<file path="src/rtl/prbs9_pkg.sv">
// Shared PRBS9 (x^9 + x^5 + 1) definitions used by the checker and the generator.
package prbs9_pkg;

    localparam int PRBS9_ORDER  = 9;
    localparam int PRBS9_TAP_HI = 8;
    localparam int PRBS9_TAP_LO = 4;

    typedef enum logic {
        SEARCH = 1'b0,
        LOCKED = 1'b1
    } prbs9_state_t;

    // hist[0] is the newest bit; the result is the bit that should follow hist.
    function automatic logic prbs9_next_bit(input logic [PRBS9_ORDER-1:0] hist);
        return hist[PRBS9_TAP_HI] ^ hist[PRBS9_TAP_LO];
    endfunction

endpackage

</file>
<file path="src/rtl/prbs9_lol_monitor.sv">
// Loss-of-lock window monitor: counts checked bits and mismatches per window and
// flags when the mismatch count reaches the threshold. Used under PRBS9_CHK_LOL_EN.
module prbs9_lol_monitor
    import prbs9_pkg::*;
#(
    parameter int LOSS_WINDOW = 128,
    parameter int LOSS_THRESH = 8
) (
    input  logic clock,
    input  logic i_reset,
    input  logic i_active,
    input  logic i_mismatch,
    input  logic i_clear,
    output logic o_loss
);

    localparam int WIN_W = $clog2(LOSS_WINDOW + 1);
    localparam int ERR_W = $clog2(LOSS_THRESH + 1);

    localparam logic [WIN_W-1:0] WIN_LAST  = WIN_W'(LOSS_WINDOW - 1);
    localparam logic [WIN_W-1:0] WIN_ONE   = WIN_W'(1);
    localparam logic [ERR_W-1:0] ERR_LAST  = ERR_W'(LOSS_THRESH - 1);
    localparam logic [ERR_W-1:0] ERR_ONE   = ERR_W'(1);

    logic [WIN_W-1:0] win_cnt_q, win_cnt_d;
    logic [ERR_W-1:0] win_err_q, win_err_d;

    // The error counter never rests at the threshold, so reaching it is a single compare.
    assign o_loss = i_active && i_mismatch && (win_err_q == ERR_LAST);

    always_comb begin
        win_cnt_d = win_cnt_q;
        win_err_d = win_err_q;
        if (i_active) begin
            if (o_loss || (win_cnt_q == WIN_LAST)) begin
                win_cnt_d = '0;
                win_err_d = '0;
            end else begin
                win_cnt_d = win_cnt_q + WIN_ONE;
                if (i_mismatch) begin
                    win_err_d = win_err_q + ERR_ONE;
                end
            end
        end
        if (i_clear) begin
            win_cnt_d = '0;
            win_err_d = '0;
        end
    end

    always_ff @(posedge clock or negedge i_reset) begin
        if (!i_reset) begin
            win_cnt_q <= '0;
            win_err_q <= '0;
        end else begin
            win_cnt_q <= win_cnt_d;
            win_err_q <= win_err_d;
        end
    end

endmodule

</file>
<file path="config.mk">
export PLATFORM = sky130hd
export DESIGN_NAME = prbs9_lol_monitor
export DESIGN_NICKNAME = d
export VERILOG_FILES = /design/src/rtl/prbs9_pkg.sv /design/src/rtl/prbs9_lol_monitor.sv
export SDC_FILE = /design/constraint.sdc
export NUM_CORES = 1
export LEC_CHECK = 0
export CAP_MARGIN = 20
export CORE_MARGIN = 10
export CORE_UTILIZATION = 45
export CTS_CLUSTER_DIAMETER = 40
export DETAILED_ROUTE_END_ITERATION = 12
export PLACE_DENSITY = 0.78
export SLEW_MARGIN = 20
export SYNTH_ARGS = -nofsm -noshare
export SYNTH_HDL_FRONTEND = slang
export SYNTH_SLANG_ARGS = --single-unit
</file>
<file path="constraint.sdc">
create_clock -name clock -period 1.5 [get_ports clock]
set_clock_uncertainty 0.1 [all_clocks]
set_input_delay 0.3 -clock clock [delete_from_list [all_inputs] [get_ports clock]]
set_output_delay 0.3 -clock clock [all_outputs]
set_load 0.01 [all_outputs]
</file>
# Yosys cells after proc, flatten, opt, wreduce, memory -nomap -nowiden
# Index checks and enable logic that the tools add are counted.
op_classes:
  n_eq_ne: 2
  mux: 7
  addsub: 2
  reduce_logical: 6
op_table:
  columns: ["operator", "n"]
  rows:
  - ["two-way mux 8 bit", 3]
  - ["two-way mux 4 bit", 4]
  - ["adder 8 x 1 -> 8 bit (second input constant)", 1]
  - ["equality test 8 x 7 -> 1 bit (second input constant)", 1]
  - ["adder 4 x 1 -> 4 bit (second input constant)", 1]
  - ["equality test 4 x 3 -> 1 bit (second input constant)", 1]
  - ["nonzero test 3 bit", 1]
  - ["logical AND 1 bit", 2]
  - ["AND reduction 2 bit", 1]
  - ["nonzero test 2 bit", 1]
  - ["logical OR 1 bit", 1]
totals:
  word_cells: 19
  output_inout_bits: 1
  in_bits: 5
  register_bits: 12

# Logic depth before layout (Yosys ltp)
depth:
  depth_word: 6
  depth_mapped: 5
  mapped_depth_nobuf: 5

# Worst setup path after synthesis
# No wires, ideal clock.
synth_timing:
  path_type: "register to register"
  start: "register win_err_q[0]"
  end: "register win_err_q[3]"
  t_required_ps: 1334
  arrival_ps: 1438
  setup_time_ps: 66
  stages_incl_launch_ff: 6
  path_buffers: 0
  setup_slack_ps: -104
  period_less_slack_ps: 1604
  cell_sequence: "dfrtp_1 > ha_1 > and3b_1 > or3_1 > nor4_1 > a221o_1"
synth_via:
  elab_chain_cells: 6
  word_cells_on_any_way: 10
  cone_classes: "add/sub (1); eq/ne (1); mux (4); reduce/logical (4)"
synth_rtl:
  columns: ["item", "line_no", "source"]
  rows:
  - ["from (decl)", "prbs9_lol_monitor.sv:26", "logic [ERR_W-1:0] win_err_q, win_err_d;"]
  - ["from (signal assigned)", "prbs9_lol_monitor.sv:57", "win_err_q <= win_err_d;"]
  - ["branches (longest 6 deep; another with adder 4 x 1 -> 4 bit)", null, null]
# Parallel ways; which one is timed is not known. The select of a mux whose other input is x is not followed.
# A chain may end at the register's enable or synchronous reset.

# Final worst setup path
layout_timing:
  start: "register win_err_q[1]"
  end: "register win_err_q[3]"
# The elaborated chain is that of the path after synthesis.

==> metrics.cfg <==
[power]
peakVddDrop_mv=0.4618
power_leakage_nw=0.4870
power_density_mw_per_mm2=603.2
finalPower_mw=0.6506

[clock_network]
cts_hold_buffers=0
clock_latency_ns=0.28
cts-root-buf=clkbuf_4
cts.reportedPaths.clkPinSlew_ns=0.07
cts_buffers=3
numClockSinks=12
cts_tree=built
clk_path_buf_depth=2
htree_levels=1

[synth]
syn_area_per_cell_sq_um=9.766
synth_compound_area_frac=0.1548
synth_top_area_share=0.4270
ys_top_cells_by_area=dfrtp_1, nor3_1, a21oi_1
synth_cell_type_count=33
netlist_top_cells_count=dfrtp_1, nor3_1, a21oi_1, nand2_1, nand3_1
yosys.area_share.simple=0.2776
syn_inst=72
synth_edf_count=0
synth.area.mux_share=0.02847
synth_most_common_cell=dfrtp_1
synthesis.nets=79
synthesis.area_sq_um=703.2
synth_area_leader_cell=dfrtp_1
ys.flop_type=dfrtp_1
ys_warn_count=0
ys_ff_latch=12
synth-xor-area-share=0.04982
synth_seq_area_share=0.4270
synth_top_family_by_area=simple AND/OR/NAND/NOR gates
yosys.area_share.adder=0.03559
ys_async_sr_fraction=1.000

[floorplanning]
floorplan.initialDensity=0.4723
core-area_sq_mm=0.001489
chipHeight_um=59.53
die_x_um=59.53
die-area_sq_mm=0.003544
rows=14
ios=6

[global_routing]
grt_util_all_layers=0.1196
grt_overflow_total=0
grt_pass1_wl_um=3325
grt_max_degree=13
grt_pass1_vias=785
antenna_found_initial=0

[timing]
tightest_slew_ns=0.2737
period_share=1.185
finalSetupViolCount=8
rsz0062_at_grt=true
hold_violations=0
fmax_ghz=0.5624
period_needed_ns=1.778
slew_viol_final=0
relSlewSlack=0.8170
setup_ws_ns=-0.2781

[detailed_routing]
postRouteAntennaNets=0
drt-vias-per-instance=6.225
via_count=747
avgRoutedWirePerCell_um=17.93
drtIter0Drc=26
post-route-drc-count=0
drtPass1Iterations=4
postRouteWirelength_um=2151

[finish]
final_cells=120
num_antenna_cells=0
areaGrowthSynthToFinish_pct=53.38
final_net_count=113
drive_gt1_frac=0.5096
final.fill_count=99
fin_util=0.7244

[worst_setup_path]
worstPathMaxFanout=2
critical_path_class=flip-flop to flip-flop
cp_data_required_time_ns=1.62
crit_arrival_ns=1.90
cp-start-kind=flip-flop
worst_setup_path_end_kind=flip-flop

[place]
io_buffer_count=5
dp_hpwl_um=1335
post-place-cells=111
gp_congestion=0.7801

[min_path]
hp-class=input port to asynchronous set/reset pin

[outcome]
status=finished, violations left
failed_checks=setup timing

[job]
cap_viol_max_count=0

[through the flow]
step                      hold WS (ns)  setup TNS [ns]  setup slack, ns  instance area (sq um)
after floorplan               -0.09559       -0.007203        -0.007203                  705.7
after global placement          0.4374          -3.002          -0.3635                  914.6
after detailed placement        0.4362          -3.471          -0.3628                  914.6
after CTS                       0.2158         -0.6256          -0.2087                  958.4
after global routing            0.2237          -1.440          -0.3238                   1079
final                           0.2147         -0.7734          -0.2781                   1079
[registers in the layout, indices dropped and copies added, names as in the netlist]
signal     flops
win_cnt_q      8
win_err_q      4
[path summary, 6_finish.rpt]
kind                              startpoint           end  slack (ns)  depth (start not counted)
worst max-delay path            win_err_q[1]  win_err_q[3]       -0.28                          6
worst min-delay path                 i_reset  win_cnt_q[5]        0.21                          2
worst max register to register  win_err_q[1]  win_err_q[3]       -0.28                          6
worst min register to register  win_err_q[1]  win_err_q[1]        0.53                          2
max in group asynchronous            i_reset  win_cnt_q[7]        0.93                          2
min in group clock                  i_active  win_cnt_q[1]        0.41                          4
[what timing repair did]
| item | 4_1_cts | 5_1_grt |
|---|---|---|
| setup buffers | 1 | 5 |
| endpoints found under the setup margin | 9 | 13 |
| pin swaps | 2 | 7 |
| cloned | 0 | 0 |
| gates resized for setup | 8 | 19 |
[cells in the final DEF, fill, tap and decap left out, types with 3 or more instances in the layout]
master / count
nor3_1: 3
dfrtp_1: 12
nor2_1: 3
nand3_1: 4
nor3_2: 3
clkbuf_4: 3
nand2_1: 5
nand4_1: 4
clkdlybuf4s50_1: 3
buf_4: 25
[final cells by class]
| type | instances | area [sq um] | share of cell area |
|---|---|---|---|
| Multi-Input combinational cell | 56 | 471.7 | 0.4374 |
| Tap cell | 16 | 20.02 | 0.01856 |
| Timing Repair Buffer | 31 | 252.7 | 0.2343 |
| Clock buffer | 3 | 22.52 | 0.02088 |
| Inverter | 2 | 11.26 | 0.01044 |
| Sequential cell | 12 | 300.3 | 0.2784 |
[per-layer routing]
metal / vias up / track usage / wire length (um)
li1: 339 / - / -
met1: 370 / 0.1307 / 904
met2: 34 / 0.1783 / 1065
met3: 4 / 0.04506 / 156
met4: 0 / 0.09936 / 25
met5: - / 0 / 0
[worst max-delay path: stages, from the launching register on]
cell     delay [ns]
dfrtp_1        0.39
ha_2           0.20
and3b_2        0.23
buf_4          0.14
or3_4          0.36
nor4_4         0.16
a221o_1        0.14
[logic make-up after synthesis]
family / count (synthesis)
AOI/OAI and AO/OA: 14
buffers and inverters: 4
DFF: 12
and+or+nand+nor: 34
adders and majority gates: 2
muxes: 2
xor gates and xnor gates: 4
[where the power goes]
part | total, mW | internal (mW) | leakage [nW] | switching, mW
logic | 0.111 | 0.0563 | 0.308 | 0.0550
registers | 0.335 | 0.330 | 0.165 | 0.00452
clock network | 0.204 | 0.0931 | 0.0138 | 0.111
Power figures use the tool's default switching activity.
